==> src/rtl/imem_loader_pkg.sv <==
// Shared definitions for the instruction-memory program loader.
package imem_loader_pkg;

  // Loader FSM states
  typedef enum logic [2:0] {
    ST_IDLE,
    ST_LEN_HI,
    ST_LEN_LO,
    ST_DATA,
    ST_CHK,
    ST_DONE,
    ST_ERR
  } state_t;

  // Frame header carries a big-endian 16-bit word count
  localparam int LEN_BYTES      = 2;
  // Instruction words are assembled from four big-endian bytes
  localparam int BYTES_PER_WORD = 4;
  // Running XOR checksum starts from this value
  localparam logic [7:0] CHK_SEED = 8'h00;

endpackage

==> src/rtl/imem_loader_byte_packer.sv <==
// Shifts big-endian bytes into 32-bit words; first byte lands in bits 31:24.
// word holds its value between completions so the memory data bus stays stable.
module byte_packer
  import imem_loader_pkg::*;
(
  input  logic        clk,
  input  logic        rst,
  input  logic        clr,
  input  logic        byte_en,
  input  logic [7:0]  byte_in,
  output logic        byte_last,
  output logic        word_valid,
  output logic [31:0] word
);

  localparam int IDX_W = $clog2(BYTES_PER_WORD);
  localparam int SH_W  = 8 * (BYTES_PER_WORD - 1);

  logic [IDX_W-1:0] idx;
  logic [SH_W-1:0]  shift;

  // Current byte completes a word
  assign byte_last = (idx == IDX_W'(BYTES_PER_WORD - 1));

  // Byte index, partial-word shifter and completed-word register
  always_ff @(posedge clk or negedge rst) begin
    if (!rst) begin
      idx        <= '0;
      shift      <= '0;
      word       <= '0;
      word_valid <= 1'b0;
    end else begin
      word_valid <= 1'b0;
      if (clr) begin
        idx   <= '0;
        shift <= '0;
      end else if (byte_en) begin
        if (byte_last) begin
          word       <= {shift, byte_in};
          word_valid <= 1'b1;
          idx        <= '0;
        end else begin
          shift <= {shift[SH_W-9:0], byte_in};
          idx   <= idx + 1'b1;
        end
      end
    end
  end

endmodule

==> src/rtl/imem_loader.sv <==
// Program loader: parses a length/data/checksum byte frame, writes words into
// instruction memory from address 0 and releases the core reset on success.
// ADDR_W is limited to 16 since the frame length field is 16 bits wide.
module imem_loader
  import imem_loader_pkg::*;
#(
  parameter int ADDR_W = 10
) (
  input  logic              clk,
  input  logic              rst,
  input  logic              start,
  input  logic              in_valid,
  input  logic [7:0]        in_data,
  output logic              in_ready,
  output logic              im_we,
  output logic [ADDR_W-1:0] im_addr,
  output logic [31:0]       im_wdata,
  output logic              cpu_rst,
  output logic              busy,
  output logic              done,
  output logic              err
);

  localparam int LEN_W = 8 * LEN_BYTES;
  localparam logic [LEN_W:0] DEPTH = (LEN_W+1)'(2 ** ADDR_W);

  state_t            state;
  logic [7:0]        len_hi;
  logic [7:0]        csum;
  logic [ADDR_W-1:0] word_idx;
  logic [ADDR_W-1:0] last_idx;

  logic              xfer;
  logic              go;
  logic              data_xfer;
  logic              byte_last;
  logic [LEN_W-1:0]  len_n;
  logic              len_bad;

  assign xfer      = in_valid & in_ready;
  assign go        = start & ~busy;
  assign data_xfer = xfer && (state == ST_DATA);
  assign len_n     = {len_hi, in_data};
  assign len_bad   = (len_n == '0) || ({1'b0, len_n} > DEPTH);

  byte_packer u_packer (
    .clk        (clk),
    .rst        (rst),
    .clr        (go),
    .byte_en    (data_xfer),
    .byte_in    (in_data),
    .byte_last  (byte_last),
    .word_valid (im_we),
    .word       (im_wdata)
  );

  // Loader FSM with registered handshake, status and address outputs
  always_ff @(posedge clk or negedge rst) begin
    if (!rst) begin
      state    <= ST_IDLE;
      in_ready <= 1'b0;
      busy     <= 1'b0;
      done     <= 1'b0;
      err      <= 1'b0;
      cpu_rst  <= 1'b1;
      len_hi   <= '0;
      csum     <= CHK_SEED;
      word_idx <= '0;
      last_idx <= '0;
      im_addr  <= '0;
    end else begin
      case (state)
        ST_IDLE, ST_DONE, ST_ERR: begin
          if (start) begin
            state    <= ST_LEN_HI;
            in_ready <= 1'b1;
            busy     <= 1'b1;
            done     <= 1'b0;
            err      <= 1'b0;
            cpu_rst  <= 1'b1;
            word_idx <= '0;
            csum     <= CHK_SEED;
          end
        end
        ST_LEN_HI: begin
          if (xfer) begin
            len_hi <= in_data;
            state  <= ST_LEN_LO;
          end
        end
        ST_LEN_LO: begin
          if (xfer) begin
            if (len_bad) begin
              state    <= ST_ERR;
              in_ready <= 1'b0;
              busy     <= 1'b0;
              err      <= 1'b1;
            end else begin
              // N <= depth, so N-1 always fits the word address
              last_idx <= ADDR_W'(len_n - 1'b1);
              state    <= ST_DATA;
            end
          end
        end
        ST_DATA: begin
          if (xfer) begin
            csum <= csum ^ in_data;
            if (byte_last) begin
              // Packer raises im_we next cycle; address is latched alongside
              im_addr  <= word_idx;
              word_idx <= word_idx + 1'b1;
              if (word_idx == last_idx) state <= ST_CHK;
            end
          end
        end
        ST_CHK: begin
          if (xfer) begin
            in_ready <= 1'b0;
            busy     <= 1'b0;
            if (in_data == csum) begin
              state   <= ST_DONE;
              done    <= 1'b1;
              cpu_rst <= 1'b0;
            end else begin
              state <= ST_ERR;
              err   <= 1'b1;
            end
          end
        end
        default: begin
          state    <= ST_IDLE;
          in_ready <= 1'b0;
          busy     <= 1'b0;
        end
      endcase
    end
  end

endmodule

==> config.mk <==
export PLATFORM = sky130hd
export DESIGN_NAME = imem_loader
export DESIGN_NICKNAME = d
export VERILOG_FILES = /design/src/rtl/imem_loader_pkg.sv /design/src/rtl/imem_loader_byte_packer.sv /design/src/rtl/imem_loader.sv
export SDC_FILE = /design/constraint.sdc
export NUM_CORES = 1
export LEC_CHECK = 0
export ABC_AREA = 1
export BUFFER_PORTS_ARGS = -buffer_cell sky130_fd_sc_hd__buf_2
export CAP_MARGIN = 10
export CORE_UTILIZATION = 35
export DETAILED_ROUTE_END_ITERATION = 8
export PLACE_DENSITY = 0.58
export SYNTH_ARGS = -nofsm -noshare
export SYNTH_HDL_FRONTEND = slang
export SYNTH_SLANG_ARGS = --single-unit
==> constraint.sdc <==
create_clock -name clk -period 3.03 [get_ports clk]
set_input_delay 0.303 -clock clk [delete_from_list [all_inputs] [get_ports clk]]
set_output_delay 0.303 -clock clk [all_outputs]
set_load 0.01 [all_outputs]
==> results_dict.tcl, run 1 <==
set metrics [dict create \
    run_status "finished clean" \
    cts_tree "done" \
    grt_setup_unrepaired "no" \
    final_layout_size_suffix_gt1_share_pct 18.1 \
    clock_slew_at_reported_path_ffs_ns 0.07 \
    grt_use_met2_pct 24.9 \
    cts_buffer_depth 2 \
    worstSetupEndpointType "register" \
    antenna-diode-count 0 \
    fp.dieArea_mm2 0.0155 \
    timing.final.hold_violations 0 \
    postCtsSetupRepairBufs 0 \
    total_neg_setup_slack_ns 0 \
    cts.repair.resized 0 \
    grt_start_max_net_pins 74 \
    dpl.hpwl_um 8440 \
    timing_max_transition_violations_final 0 \
    worst_pin_slew_ns 0.771 \
    seq_area_mm2 0.00280 \
    max-slew-margin-rel_pct 48.4 \
    yosys_register_bits 112 \
    initial_utilization_pct 36.0 \
    routedWlPerCell_um 13.6 \
    groute.usage.overall_pct 15.7 \
    synth.most_common_cell "nand2_1" \
    detailedRoute.firstIterationViolations 292 \
    ctsHtreeMaxLevel 3 \
    netlist_area_mm2 0.00526 \
    final.setup.worst_slack_ns 0.522 \
    core.rowCount 44 \
    min_path_type "in -> async" \
    hold-worst-slack_ns 0.00611 \
    die_w_um 125 \
    period_utilisation_layout_pct 82.8 \
    die-height_um 125 \
    met1_usage_pct 21.2 \
    synth_warnings 0 \
    drc 0 \
    worst-setup-path-type "reg -> reg" \
    share_of_yosys_cell_area_claimed_by_the_top_area_cell_type_pct 52.8 \
    nNetsFinal 675 \
    port-buffer-count 59 \
    ir_drop_mv 0.270 \
    clk_root_buffer_cell "clkbuf_16" \
    global_routing_met3_resource_utilization_pct 3.31 \
    area_delta_synth_final_pct 13.4 \
    critical_path.cell_chain "nand2_2, nor2_4, inv_4, nor2_8, nand2_2, nand2_1, o22ai_1" \
    fmax_ghz 0.399 \
    synth-seq-area-share_pct 53.3 \
    ant_nets 0 \
    yosys.cell_types.count 31 \
    asyncSetResetFlopFracSynth_pct 100 \
    gr-max-usage-layer "met2" \
    vias 4001 \
    syn_avg_cell_area_um2 8.70 \
    cp_data_required_time_ns 3.22 \
    power.density_mw_per_mm2 701 \
    shortest_clock_period_the_worst_path_allows_after_layout_ns 2.51 \
    gp_congestion 0.861 \
    post_synth_inst_count 604 \
    grt_pass1_vias 3900 \
    timing.critical_path.mode_cell "nand2_2" \
    ys_top_cells_by_count "nand2_1 (178), dfrtp_1 (111), inv_1 (78)" \
    core_mm2 0.0146 \
    critPathMaxFanout 26 \
    synth_area_leaders "dfrtp_1 (53%), nand2_1 (13%), inv_1 (5.6%), o21ai_2 (5.2%), nand3_1 (3.0%)" \
    ios 60 \
    tritoncts.num_buffers 9 \
    cts_sinks 112 \
    dr.pass1.iters 4 \
    mappedNetlistNets 620 \
    antenna_found_initial 0 \
    critical_path.startpoint_type "register" \
    post_dr_vias_cell 4.72 \
    worst_skew_pair.late_latency_ns 0.35 \
    n_fill_cell 1460 \
    grt_remaining_overflow 0 \
    dpl_worst_slack_ns 0.563 \
    setup_viol_count_final 0 \
    maxCapViolCount 0 \
    cp_data_arrival_time_ns 2.70 \
    power.static_leakage_uw 0.00296 \
    synth_flop_cell "dfrtp_1" \
    grt_pass1_wl_um 19500 \
    max_stage_delay_ns 0.70 \
    cts.hold.buffers_added 0 \
    clock-skew-final_ns 0.00756 \
    synth_area_leader_cell "dfrtp_1" \
    crit_slowest_cell "nand2_1" \
    wirelength_um 11500 \
    area_of_the_multi_input_gates_mm2 0.00200 \
    synth-edff-count 0 \
]
==> path summary, 6_finish.rpt <==
path	start	end	slack, ns	cells past startpoint
setup / recovery	state[1]$_DFFE_PN0P_	u_packer.shift[21]$_DFFE_PN0P_	0.52	7
hold / removal	rst	im_addr[7]$_DFFE_PN0P_	0.006	1
setup reg to reg	state[1]$_DFFE_PN0P_	u_packer.shift[21]$_DFFE_PN0P_	0.52	7
hold reg to reg	cpu_rst$_DFFE_PN1P_	cpu_rst$_DFFE_PN1P_	0.47	2
max in group asynchronous	rst	u_packer.word[16]$_DFFE_PN0P_	2.17	2
min in group clk	in_data[0]	last_idx[0]$_DFFE_PN0P_	0.21	2
==> metal layers <==
layer / wire length [um] / part of all wire (%)
met3: 518 / 4.5
met2: 5340 / 46
met5: 0 / 0
met1: 5470 / 48
met4: 170 / 1.5
==> placed cells by master, fill, tap and decap left out <==
cell type   count
o21ai_0        32
inv_2           2
o22ai_1        24
xor2_1         11
nor2_4          2
nand3_2         1
buf_4           3
clkinvlp_4      1
a21oi_1         6
or2_2           1
clkinv_4        3
o21bai_1        2
buf_2          58
nand2_1       178
nand3b_1        2
nand3_1        32
inv_4           1
nor3_1          4
nand2_2         2
o21ai_1        14
nor2_1         31
nand4_1         5
clkbuf_16       9
a21oi_2         1
buf_12          1
clkbuf_1        1
xnor2_1         8
inv_6           2
clkinv_1        1
nor2_8          1
dfstp_2         1
dfrtp_1       111
ha_1            4
inv_1          78
o21ai_2        31
==> where the power goes <==
part / internal [uW] / switching [uW] / total [uW] / leakage (uW)
Clock: 569 / 564 / 1130 / 0.000134
Combinational: 370 / 807 / 1180 / 0.00129
Sequential: 1710 / 154 / 1870 / 0.00153
==> cells by family after synthesis <==
kind of cell    Yosys count  share of synthesized area (%)
flops                   112                           53.3
compound gates          110                           13.4
simple gates            259                           20.6
xor+xnor                 19                           3.17
fa+ha+maj                 4                          0.952
buf+inv                 100                           8.52
==> worst max-delay path, delay by kind of cell (launching register included) <==
family	cells	cell delay [ns]
buf+inv	1	0.14
simple gates	5	1.61
compound gates	1	0.16
flops	1	0.44
==> flip-flops by register name, summed over array words and instances, names as in the netlist <==
register,count
busy,1
cpu_rst,1
csum,8
done,1
err,1
im_addr,10
last_idx,10
len_hi,8
state,3
u_packer.idx,2
u_packer.shift,24
u_packer.word,32
u_packer.word_valid,1
word_idx,10
==> stage by stage <==
| step | area (um^2) | std cells | utilization (%) | power [uW] |
|---|---|---|---|---|
| final | 5960 | 848 | 40.9 | 4180 |
| after global routing | 5960 | 848 | 40.9 | 4500 |
| after CTS | 5960 | 848 | 40.9 | 4220 |
| after detailed placement | 5680 | 832 | 38.9 | 3070 |
| after global placement | 5680 | 832 | 38.9 | 3030 |
| after floorplan | 5260 | 604 | - | 2770 |
==> final cells by class <==
type                       count  area share [%]
clock buffer                  10            3.84
clock inverter                 6           0.860
inverter                      82            5.20
multi-input combinational    392            33.6
sequential                   112            47.0
tap                          184            3.86
timing repair buffer          62            5.58
No activity file was read; power rests on OpenSTA's default activity.
==> run 2, diff against run 1 <==
PLACE_DENSITY = 0.6   (was 0.58)
clock period = 2.2 ns   (was 3.03 ns; I/O delays follow)
==> results_dict.tcl, run 2 (same netlist as run 1, synthesis figures left out) <==
set metrics [dict create \
    run_status "finished clean" \
    cp_data_required_time_ns 2.46 \
    timing.final.hold_violations 0 \
    dpl.hpwl_um 8520 \
    grt_pass1_wl_um 20000 \
    worstReg2RegEnd "word_idx[4]$_DFFE_PN0P_" \
    hold_path_startpoint "in_data[0]" \
    clock-skew-final_ns 0.00659 \
    die-height_um 125 \
    ir_drop_mv 0.379 \
    nNetsFinal 682 \
    hold_path_depth 2 \
    clk_root_buffer_cell "clkbuf_16" \
    setup_viol_count_final 0 \
    detailedRoute.firstIterationViolations 312 \
    max-slew-margin-rel_pct 63.4 \
    ctsHtreeMaxLevel 3 \
    path_delay_family "simple AND/OR/NAND/NOR gates" \
    ant_nets 0 \
    share_seq_of_total_power_pct 44.3 \
    timing.hold.worst_endpoint "last_idx[0]$_DFFE_PN0P_" \
    internal_power_uw 3680 \
    fp.dieArea_mm2 0.0155 \
    worst-setup-path-type "reg -> reg" \
    drc 0 \
    total_neg_setup_slack_ns 0 \
    worst-path-buf-inv 2 \
    top_library_cells_by_usage_in_the_layout_fill_and_taps_aside "nand2_1 (178), dfrtp_1 (111), inv_1 (78)" \
    postLayoutCoreUtil_pct 41.3 \
    period_utilisation_layout_pct 88.6 \
    fmax_ghz 0.513 \
    grt_setup_unrepaired "no" \
    cp_data_arrival_time_ns 2.21 \
    post_dr_vias_cell 4.84 \
    worst_skew_pair.late_latency_ns 0.36 \
    largest_register_ffs 32 \
    worst_pin_slew_ns 0.547 \
    grt_pass1_vias 3950 \
    grt_remaining_overflow 0 \
    max_stage_delay_ns 0.44 \
    gp_congestion 0.871 \
    leading_cell_type_in_the_layout_fill_and_taps_excluded "nand2_1" \
    critical_path.cell_chain "nand2_2, nor2_4, buf_4, nand2_1, nand3_2, clkinv_1, o21ai_0" \
    vias 4136 \
    cts_buffer_depth 2 \
    power.static_leakage_uw 0.00300 \
    power.clock.fraction_pct 27.3 \
    r2r-start "state[1]$_DFFE_PN0P_" \
    worstSetupEndpointType "register" \
    antenna_found_initial 0 \
    power.density_mw_per_mm2 965 \
    maxCapViolCount 0 \
    power.switching_fraction_pct 36.8 \
    cts.repair.resized 0 \
    core.rowCount 44 \
    cts_tree "done" \
    clock_slew_at_reported_path_ffs_ns 0.07 \
    tritoncts.num_buffers 9 \
    most_flop_heavy_register "u_packer.word" \
    groute.usage.overall_pct 16.2 \
    grt_start_max_net_pins 55 \
    timing_max_transition_violations_final 0 \
    initial_utilization_pct 36.0 \
    wirelength_um 11800 \
    r2r_setup_slk_ns 0.25 \
    ios 60 \
    crit_slowest_cell "dfrtp_1" \
    shortest_clock_period_the_worst_path_allows_after_layout_ns 1.95 \
    core_mm2 0.0146 \
    final_layout_size_suffix_gt1_share_pct 18.8 \
    dr.pass1.iters 5 \
    critical_path.startpoint_type "register" \
    worstRegToRegCells 7 \
    port-buffer-count 59 \
    min_path_type "in -> reg" \
    share_comb_of_total_power_pct 28.4 \
    power.switching_uw 2140 \
    area_delta_synth_final_pct 14.7 \
    critPathMaxFanout 10 \
    largestRegisters "u_packer.word x32, u_packer.shift x24" \
    antenna-diode-count 0 \
    die_w_um 125 \
    routedWlPerCell_um 13.8 \
    cts_sinks 112 \
]
## run 2: cell count changes in the layout (fill, tap and decap cells not counted)
cell	before	now
buf_4	3	8
clkinv_4	3	0
buf_12	1	2
clkinv_2	0	1
clkinvlp_4	1	2
dlygate4sd3_1	0	1
inv_8	0	1
## run 2: worst max path at each step
stage	depth (start not counted)	slack, ns	to	startpoint
6_report	7	0.25	word_idx[4]$_DFFE_PN0P_	state[1]$_DFFE_PN0P_
5_1_grt	8	0.09	word_idx[4]$_DFFE_PN0P_	state[1]$_DFFE_PN0P_
4_1_cts	8	0.29	busy$_DFFE_PN0P_	state[1]$_DFFE_PN0P_
3_5_place_dp	10	0.19	last_idx[4]$_DFFE_PN0P_	in_data[0]
3_3_place_gp	10	0.21	last_idx[2]$_DFFE_PN0P_	in_data[0]
2_1_floorplan	11	0.68	im_addr[4]$_DFFE_PN0P_	state[1]$_DFFE_PN0P_
## run 2: area by class of cell
class                           count  area (um^2)
Clock inverter                      6         48.8
Sequential cell                   112         2800
Inverter                           82          310
Timing Repair Buffer               69          400
Multi-Input combinational cell    392         2000
Clock buffer                       10          229
Fill cell                        1433         8560
Tap cell                          184          230
## run 2: layer usage
metal / vias up / track usage (%) / wire length (um)
met5: - / 0 / 0
met1: 1968 / 22.5 / 5780
met4: 0 / 8.58 / 341
met3: 21 / 2.88 / 447
li1: 2051 / - / -
met2: 96 / 24.0 / 5190
## run 2: worst reg2reg max path: cells and delay by family, from the launching register on
| family | cells | cell delay (ns) |
|---|---|---|
| buffers and inverters | 2 | 0.53 |
| AND/OR/NAND/NOR | 4 | 0.62 |
| flip-flops | 1 | 0.44 |
| AO/OA/AOI/OAI | 1 | 0.28 |
## run 2: power by group through the flow
stage	clock network (uW)	registers (uW)	logic (uW)
floorplan	0	2580	1240
finish	1590	2580	1650
global placement	0	2600	1620
CTS	1630	2580	1650
detailed placement	0	2620	1640
global route	1690	2620	1900
## run 2: repair_timing
| action | in CTS | in global routing |
|---|---|---|
| setup buffers | 0 | 0 |
| endpoints found under the hold margin | 32 | 0 |
| hold buffers | 1 | 0 |
## run 2: through the flow
stage | hold WS (ns) | instances | instance area (um^2) | total power, uW | setup slack (ns)
floorplan | -0.0756 | 604 | 5260 | 3810 | 0.681
global placement | 0.219 | 838 | 5740 | 4220 | 0.212
detailed placement | 0.223 | 838 | 5740 | 4260 | 0.186
CTS | 0.106 | 855 | 6030 | 5860 | 0.288
global route | 0.115 | 855 | 6030 | 6200 | 0.0937
finish | 0.116 | 855 | 6030 | 5820 | 0.251
==> run 3, diff against run 2 <==
PLACE_DENSITY = 0.58   (was 0.6)
clock period = 2.1 ns   (was 2.2 ns; I/O delays follow)
==> results_dict.tcl, run 3 (same netlist as run 1, synthesis figures left out) <==
set metrics [dict create \
    port-buffer-count 59 \
    final.setup.worst_slack_ns 0.318 \
    place.detailed.instances 840 \
    critPathMaxFanout 16 \
    power.static_leakage_uw 0.00302 \
    vias 4156 \
    ios 60 \
    total_neg_setup_slack_ns 0 \
    final_layout_size_suffix_gt1_share_pct 19.0 \
    drc 0 \
    wirelength_um 11700 \
    ir_drop_mv 0.439 \
    final_cell_area_mm2 0.00605 \
    critical_path.cell_chain "nand2_2, nor2_4, buf_4, nand2_1, nand3_2, clkinv_1, nand3_1, o21ai_0" \
    antenna_found_initial 0 \
    setup_viol_count_final 0 \
    shortest_clock_period_the_worst_path_allows_after_layout_ns 1.78 \
    max-slew-margin-rel_pct 63.1 \
    top_library_cells_by_usage_in_the_layout_fill_and_taps_aside "nand2_1 (178), dfrtp_1 (111), inv_1 (78)" \
    grt_start_max_net_pins 58 \
    maxCapViolCount 0 \
    core.rowCount 44 \
    dpl.hpwl_um 8670 \
    worst_pin_slew_ns 0.552 \
    die_w_um 125 \
    run_status "finished clean" \
    core_mm2 0.0146 \
    nNetsFinal 684 \
    antenna-diode-count 0 \
    initial_utilization_pct 36.0 \
    post_dr_vias_cell 4.86 \
    fp.dieArea_mm2 0.0155 \
    grt_setup_unrepaired "no" \
    cts.hold.buffers_added 1 \
    min_path_type "in -> reg" \
    tritoncts.num_buffers 9 \
    period_utilisation_layout_pct 84.9 \
    clk_root_buffer_cell "clkbuf_16" \
    leading_cell_type_in_the_layout_fill_and_taps_excluded "nand2_1" \
    die-height_um 125 \
    internal_power_uw 3850 \
    cp_data_required_time_ns 2.32 \
    cts.repair.resized 0 \
    finalNonFillerCells 856 \
    groute.usage.overall_pct 16.0 \
    share_comb_of_total_power_pct 28.5 \
    post_dp_cell_area_mm2 0.00577 \
    most_flop_heavy_register "u_packer.word" \
    grt_pass1_vias 3930 \
    cts_buffer_depth 2 \
    clock_slew_at_reported_path_ffs_ns 0.08 \
    worst_skew_pair.late_latency_ns 0.35 \
    grt_remaining_overflow 0 \
    area_delta_synth_final_pct 15.2 \
    critical_path.startpoint_type "register" \
    timing_max_transition_violations_final 0 \
    detailedRoute.firstIterationViolations 182 \
    postCtsSetupRepairBufs 0 \
    timing.final.hold_violations 0 \
    dr.pass1.iters 5 \
    power.density_mw_per_mm2 1000 \
    largestRegisters "u_packer.word x32, u_packer.shift x24" \
    power.clock.fraction_pct 26.9 \
    gp_congestion 0.882 \
    worstSetupEndpointType "register" \
    ctsHtreeMaxLevel 3 \
    largest_register_ffs 32 \
    clock-skew-final_ns 0.0110 \
    grt_pass1_wl_um 19800 \
    share_seq_of_total_power_pct 44.6 \
    max_stage_delay_ns 0.45 \
    routedWlPerCell_um 13.7 \
    dpl_worst_slack_ns 0.352 \
    power.switching_fraction_pct 36.4 \
    crit_slowest_cell "dfrtp_1" \
    worst-setup-path-type "reg -> reg" \
    cp_data_arrival_time_ns 2.00 \
    cts_tree "done" \
    cts_sinks 112 \
    power.switching_uw 2200 \
    fmax_ghz 0.561 \
    postLayoutCoreUtil_pct 41.5 \
    ant_nets 0 \
]
-- run 3: worst paths after layout --
check / slack, ns / to / depth (start not counted) / startpoint
worst min-delay path: 0.12 / last_idx[0]$_DFFE_PN0P_ / 2 / in_data[0]
worst max-delay path: 0.32 / word_idx[5]$_DFFE_PN0P_ / 8 / state[1]$_DFFE_PN0P_
min in group asynchronous: 0.36 / im_addr[7]$_DFFE_PN0P_ / 2 / rst
worst max register to register: 0.32 / word_idx[5]$_DFFE_PN0P_ / 8 / state[1]$_DFFE_PN0P_
worst min register to register: 0.48 / im_addr[1]$_DFFE_PN0P_ / 2 / im_addr[1]$_DFFE_PN0P_
max in group asynchronous: 1.09 / u_packer.word[7]$_DFFE_PN0P_ / 3 / rst
-- run 3: cell type report --
cell class,instances,area [um^2]
Sequential cell,112,2800
Multi-Input combinational cell,392,2000
Fill cell,1442,8540
Inverter,82,310
Clock inverter,6,51.3
Clock buffer,9,225
Tap cell,184,230
Timing Repair Buffer,71,428
-- run 3: worst max-delay path: cells and delay by family (launching register included) --
family / cells / cell delay [ns]
compound gates: 1 / 0.09
buf+inv: 2 / 0.48
flops: 1 / 0.45
simple gates: 5 / 0.63
-- run 3: per-stage QoR --
step / total power, uW / hold WS (ns)
after floorplan: 4000 / -0.0856
after global placement: 4410 / 0.195
after detailed placement: 4460 / 0.200
after CTS: 6100 / 0.106
after global routing: 6510 / 0.123
final: 6050 / 0.117
-- run 3: power by group through the flow --
stage / Combinational, uW / Clock (uW) / Sequential (uW)
after global routing: 2000 / 1770 / 2740
final: 1720 / 1630 / 2700
after CTS: 1720 / 1680 / 2700
after global placement: 1690 / 0 / 2730
after detailed placement: 1720 / 0 / 2740
after floorplan: 1300 / 0 / 2700
-- run 3: layer usage --
metal  part of all wire [%]  track usage (%)  up-vias
met3                    4.8             3.14       12
li1                       -                -     2056
met4                    1.6             6.73        0
met2                     45             23.8      100
met5                      0                0        -
met1                     48             22.5     1988
